`src/rtl/stable_cnt_unit_pkg.sv`:
```
// Shared encodings and types for the rdcnt stable-counter service.
// Op-select encodings used by the decoder to drive req_sel.
package stable_cnt_unit_pkg;

    typedef enum logic [1:0] {
        RDCNT_SEL_VL  = 2'b00,
        RDCNT_SEL_VH  = 2'b01,
        RDCNT_SEL_ID  = 2'b10,
        RDCNT_SEL_INV = 2'b11
    } rdcnt_sel_e;

    localparam int RSP_W = 32;

endpackage

```
`src/rtl/stable_cnt_unit_port.sv`:
```
// One rdcnt read channel: valid/ready handshake, registered response and data mux.
// Optional per-channel high-half snapshot when STABLE_CNT_SNAPSHOT_EN is defined.
module stable_cnt_port
    import stable_cnt_unit_pkg::*;
(
    input  logic             clk,
    input  logic             reset,
    input  logic [63:0]      cnt,
    input  logic [31:0]      tid,
    input  logic             req_valid,
    input  rdcnt_sel_e       req_sel,
    output logic             req_ready,
    output logic             rsp_valid,
    output logic [RSP_W-1:0] rsp_data,
    output logic             rsp_err,
    input  logic             rsp_ready
);

    logic             rsp_valid_q, rsp_valid_d;
    logic [RSP_W-1:0] rsp_data_q, rsp_data_d;
    logic             rsp_err_q, rsp_err_d;
    logic             accept;
`ifdef STABLE_CNT_SNAPSHOT_EN
    logic [31:0]      snap_hi_q, snap_hi_d;
    logic             snap_vld_q, snap_vld_d;
`endif

    assign req_ready = !rsp_valid_q || rsp_ready;
    assign accept    = req_valid && req_ready;

    always_comb begin
        rsp_valid_d = rsp_valid_q;
        rsp_data_d  = rsp_data_q;
        rsp_err_d   = rsp_err_q;
`ifdef STABLE_CNT_SNAPSHOT_EN
        snap_hi_d   = snap_hi_q;
        snap_vld_d  = snap_vld_q;
`endif
        if (accept) begin
            rsp_valid_d = 1'b1;
            rsp_err_d   = 1'b0;
            case (req_sel)
                RDCNT_SEL_VL: begin
                    rsp_data_d = cnt[31:0];
`ifdef STABLE_CNT_SNAPSHOT_EN
                    snap_hi_d  = cnt[63:32];
                    snap_vld_d = 1'b1;
`endif
                end
                RDCNT_SEL_VH: begin
`ifdef STABLE_CNT_SNAPSHOT_EN
                    // A pending snapshot keeps the VL/VH pair coherent across a low-half carry.
                    rsp_data_d = snap_vld_q ? snap_hi_q : cnt[63:32];
                    snap_vld_d = 1'b0;
`else
                    rsp_data_d = cnt[63:32];
`endif
                end
                RDCNT_SEL_ID: rsp_data_d = tid;
                default: begin
                    rsp_data_d = '0;
                    rsp_err_d  = 1'b1;
                end
            endcase
        end else if (rsp_ready) begin
            rsp_valid_d = 1'b0;
        end
    end

    always_ff @(posedge clk) begin
        if (reset) begin
            rsp_valid_q <= 1'b0;
            rsp_data_q  <= '0;
            rsp_err_q   <= 1'b0;
`ifdef STABLE_CNT_SNAPSHOT_EN
            snap_hi_q   <= '0;
            snap_vld_q  <= 1'b0;
`endif
        end else begin
            rsp_valid_q <= rsp_valid_d;
            rsp_data_q  <= rsp_data_d;
            rsp_err_q   <= rsp_err_d;
`ifdef STABLE_CNT_SNAPSHOT_EN
            snap_hi_q   <= snap_hi_d;
            snap_vld_q  <= snap_vld_d;
`endif
        end
    end

    assign rsp_valid = rsp_valid_q;
    assign rsp_data  = rsp_data_q;
    assign rsp_err   = rsp_err_q;

endmodule

```
`src/rtl/stable_cnt_unit.sv`:
```
// Stable-counter service: prescaled free-running counter, TID register, N_PORTS read channels.
// STABLE_CNT_SNAPSHOT_EN enables per-channel VL/VH snapshot coherence in stable_cnt_port.
module stable_cnt_unit
    import stable_cnt_unit_pkg::*;
#(
    parameter int          N_PORTS = 2,
    parameter int          CNT_W   = 64,
    parameter int          DIV     = 1,
    parameter logic [31:0] TID_RST = 32'h0
) (
    input  logic                   clk,
    input  logic                   reset,
    input  logic                   cnt_en,
    input  logic                   tid_we,
    input  logic [31:0]            tid_wdata,
    output logic [31:0]            tid_rdata,
    input  logic [N_PORTS-1:0]     req_valid,
    input  logic [2*N_PORTS-1:0]   req_sel,
    output logic [N_PORTS-1:0]     req_ready,
    output logic [N_PORTS-1:0]     rsp_valid,
    output logic [32*N_PORTS-1:0]  rsp_data,
    output logic [N_PORTS-1:0]     rsp_err,
    input  logic [N_PORTS-1:0]     rsp_ready
);

    localparam int PRE_W = (DIV > 1) ? $clog2(DIV) : 1;

    logic [PRE_W-1:0] pre_q, pre_d;
    logic [CNT_W-1:0] cnt_q, cnt_d;
    logic [31:0]      tid_q, tid_d;
    logic [63:0]      cnt_ext;

    always_comb begin
        pre_d = pre_q;
        cnt_d = cnt_q;
        tid_d = tid_we ? tid_wdata : tid_q;
        if (cnt_en) begin
            if (pre_q == PRE_W'(DIV - 1)) begin
                pre_d = '0;
                cnt_d = cnt_q + CNT_W'(1);
            end else begin
                pre_d = pre_q + PRE_W'(1);
            end
        end
    end

    always_ff @(posedge clk) begin
        if (reset) begin
            pre_q <= '0;
            cnt_q <= '0;
            tid_q <= TID_RST;
        end else begin
            pre_q <= pre_d;
            cnt_q <= cnt_d;
            tid_q <= tid_d;
        end
    end

    // Bits above CNT_W-1 read as zero on every channel.
    assign cnt_ext   = 64'(cnt_q);
    assign tid_rdata = tid_q;

    for (genvar i = 0; i < N_PORTS; i++) begin : g_port
        stable_cnt_port u_port (
            .clk       (clk),
            .reset     (reset),
            .cnt       (cnt_ext),
            .tid       (tid_q),
            .req_valid (req_valid[i]),
            .req_sel   (rdcnt_sel_e'(req_sel[2*i +: 2])),
            .req_ready (req_ready[i]),
            .rsp_valid (rsp_valid[i]),
            .rsp_data  (rsp_data[32*i +: 32]),
            .rsp_err   (rsp_err[i]),
            .rsp_ready (rsp_ready[i])
        );
    end

endmodule

```
`config.mk`:
```
export PLATFORM = sky130hd
export DESIGN_NAME = stable_cnt_unit
export DESIGN_NICKNAME = d
export VERILOG_FILES = /design/src/rtl/stable_cnt_unit_pkg.sv /design/src/rtl/stable_cnt_unit_port.sv /design/src/rtl/stable_cnt_unit.sv
export SDC_FILE = /design/constraint.sdc
export NUM_CORES = 1
export LEC_CHECK = 0
export BUFFER_PORTS_ARGS = -buffer_cell sky130_fd_sc_hd__buf_2
export CAP_MARGIN = 40
export CORE_MARGIN = 2
export CORE_UTILIZATION = 30
export CTS_CLUSTER_SIZE = 25
export DETAILED_ROUTE_END_ITERATION = 8
export SKIP_LAST_GASP = 1
export SYNTH_ARGS = -nofsm -noshare
export SYNTH_HDL_FRONTEND = slang
export SYNTH_SLANG_ARGS = --single-unit
```
`constraint.sdc`:
```
create_clock -name clk -period 2.3 [get_ports clk]
set_input_delay 0.115 -clock clk [delete_from_list [all_inputs] [get_ports clk]]
set_output_delay 0.115 -clock clk [all_outputs]
set_load 0.005 [all_outputs]
```
==> impl_summary.txt <==
----------------------------------------------------
[CTS]
  Library cell used as clock root buffer ... clkbuf_16
  Number of buffers created by CTS ... 17
  Clock slew at reported path FFs ... 60 ps
  Worst-skew pair later-pin latency ... 430 ps
  Clock Sink Count ... 164
  Clock tree from TritonCTS ... built
  Worst-case clock buffer depth ... 2
  H-tree depth ... 4

[Synthesis]
  Flip-flop and latch count after synthesis ... 164
  Ys async rst share ... 0%
  Flip-flop cell with the highest count after synthesis ... dfxtp_1
  Post-synthesis net count ... 987
  Synth Area per Inst ... 8.383 um2
  Number of enable-type register cells in the synthesized netlist ... 0
  Area of the mapped netlist ... 7896 um2
  Synthesized instance count ... 942
  Synth warnings ... 0
  Post-synthesis sequential area ratio ... around 42%
  Count of cell types in the netlist ... 36

[Placed design]
  Detailed-placement wirelength estimate ... 17.31 mm
  Routability-driven placement congestion ratio ... 0.9345
  Cell area reported after detailed placement ... 9253 um2
  Number of buffer cells added on primary ports ... 145

[Floorplanning]
  Cell Rows ... 59
  Floorplan die height ... 166.2 um
  Initial standard-cell utilization of the core ... 30.39%
  I/O pin count ... between 100 and 150
  Core Region ... 25980 um2
  X dimension of the die ... 166.2 um
  Die outline area ... 27630 um2

[Global routing]
  Via count of the first global-routing pass ... 7135
  Antenna violations before repair ... 0
  Pin count of the biggest net entering global routing ... 67
  Remaining global-route overflow ... 0
  Combined global-route utilization of all metal layers ... 17.86%
  Wire length of the first global-routing pass ... ~40 mm

[Worst setup path]
  Endpoint arrival time on the critical path ... 2510 ps
  Register-to-register path setup slack ... 130 ps
  Slowest cell on the critical path ... or4_1
  Critical setup path kind ... register to register
  Critical Path Fanout Max ... 13
  Kind of end point of the critical path ... register
  Critical path startpoint category ... register
  Delay of the slowest critical-path stage ... 540 ps
  CP Data Required Time ... 2650 ps
  Critical path cell sequence ... nand2_1, nor4_4, nand3_4, or4_1, a21oi_1

[Finish]
  Final nets ... 1170
  Leading cell types in the layout, fill and taps excluded ... nor2_1, dfxtp_1, buf_2, mux2i_1, a21oi_1
  Antenna diodes ... 0
  Most common cell after layout, fill and taps aside ... nor2_1
  Area Growth Syn to Fin ... 30.03%
  Fraction of final layout cells with drive strength greater than 1 ... a little under a quarter
  Post-route cell area ... 10270 um2

[Detailed routing]
  Total vias in the final route ... around 7400
  Mean routed wirelength per cell ... 16.68 um
  Avg Vias per Cell ... ~5.0
  Routed wire length ... about 25 mm
  Starting DRT DRC Count ... 454
  # DRC ... 0
  Remaining number of nets flagged by the antenna check after routing ... 0
  Number of iterations in the first detailed-routing pass ... 5

[Timing]
  Final setup fails ... 0
  Relative max-transition margin ... 48.09%
  Final period demand of the worst path ... 2165 ps
  F_max ... ~460 MHz
  Setup repair after global routing missed its margin ... no
  Hold Violations, Final ... 0
  Fin Clk Skew ... 15.67 ps
  Setup TNS ... 0 ps
  Transition time at the pin with the least slew margin ... 775.2 ps
  Max-slew violations ... 0
  Crit share post-route ... 94.14%

[Job]
  Number of max-cap violations ... 0

[Hold path]
  Worst min path class ... primary input to register

[Pwr]
  Static leakage ... between 4 and 5 nW
  Power per standard cell area ... roughly 670 nW/um2
  Peak supply drop ... 0.4439 mV

[Status]
  Outcome ... finished clean

----------------------------------------------------
[per-stage QoR]
stage / utilization [%] / cells / setup WS [ps] / hold slack, ps / power (mW)
2_1_floorplan: - / 942 / 333.7 / 244.5 / 3.447
3_3_place_gp: 35.61 / 1404 / 173.0 / 347.0 / 3.706
3_5_place_dp: 35.61 / 1404 / 112.6 / 355.6 / 3.714
4_1_cts: 39.45 / 1470 / 98.63 / 81.74 / 6.930
5_1_grt: 39.51 / 1471 / 8.064 / 116.8 / 7.112
6_report: 39.51 / 1471 / 134.7 / 91.10 / 6.860
[timing repair]
| item | 4_1_cts | 5_1_grt |
|---|---|---|
| hold buffers | 36 | 0 |
| hold endpoints to repair | 34 | 0 |
| buffers inserted | 0 | 1 |
| gates resized for setup | 0 | 3 |
| endpoints found under the setup margin | 0 | 6 |
[registers in the layout, indices dropped and copies added, names as in the netlist]
signal	count
cnt_ext	64
g_port.u_port.rsp_data	64
g_port.u_port.rsp_err	2
g_port.u_port.rsp_valid	2
tid_rdata	32
[synthesized netlist by cell type (all sizes together), types with 14 or more instances]
cell	count	area (um2)
a211oi	64	480.5
a21oi	96	480.5
buf	29	151.4
clkbuf	52	195.2
dfxtp	164	3283
mux2i	97	970.9
nand2	24	90.09
nand3	34	205.2
nand4	36	244.0
nor2	203	762.0
nor4	14	136.4
o21ai	21	105.1
or3	22	137.6
xor2	28	245.2
[cell type report]
cell class / count / area, um2
fillers: 2682 / 15720
multi-input cells: 693 / 4268
flip-flops and latches: 164 / 3284
repair buffers: 245 / 1644
clock buffers: 21 / 460.4
well taps: 335 / 419.2
clock inverters: 9 / 176.4
inverters: 4 / 15.01
[report_power, final]
| part | internal, mW | leakage (nW) | switching (mW) |
|---|---|---|---|
| Clock | 1.98 | 0.309 | 1.20 |
| Combinational | 0.302 | 2.60 | 0.353 |
| Sequential | 2.95 | 1.34 | 0.0807 |
[critical path, delay by kind of cell (launching register included)]
kind,cells,cell delay (ps)
and+or+nand+nor,4,1480
AOI/OAI and AO/OA,1,150
DFF,1,450
[routing by layer]
metal  track usage [%]  share of wire, %
met1             24.51                49
met2             28.23                45
met3             3.765               4.8
met4             5.397               1.8
met5                 0                 0
[cells by family after synthesis]
family | count (synthesis) | synth area share, %
AOI/OAI and AO/OA | 188 | 14.17
xor gates and xnor gates | 35 | 3.882
adders and majority gates | 1 | 0.1584
buffers and inverters | 85 | 4.579
DFF | 164 | 41.58
muxes | 97 | 12.30
and+or+nand+nor | 372 | 23.34
[worst paths after layout]
kind / endpoint / cells after the start / from
max: cnt_ext[37] / 5 / cnt_ext[7]
min: cnt_ext[4] / 4 / cnt_en
max reg2reg: cnt_ext[37] / 5 / cnt_ext[7]
min reg2reg: g_port[0].u_port.rsp_err / 2 / g_port[0].u_port.rsp_err
Note: power is estimated with default switching activity, not from simulation.
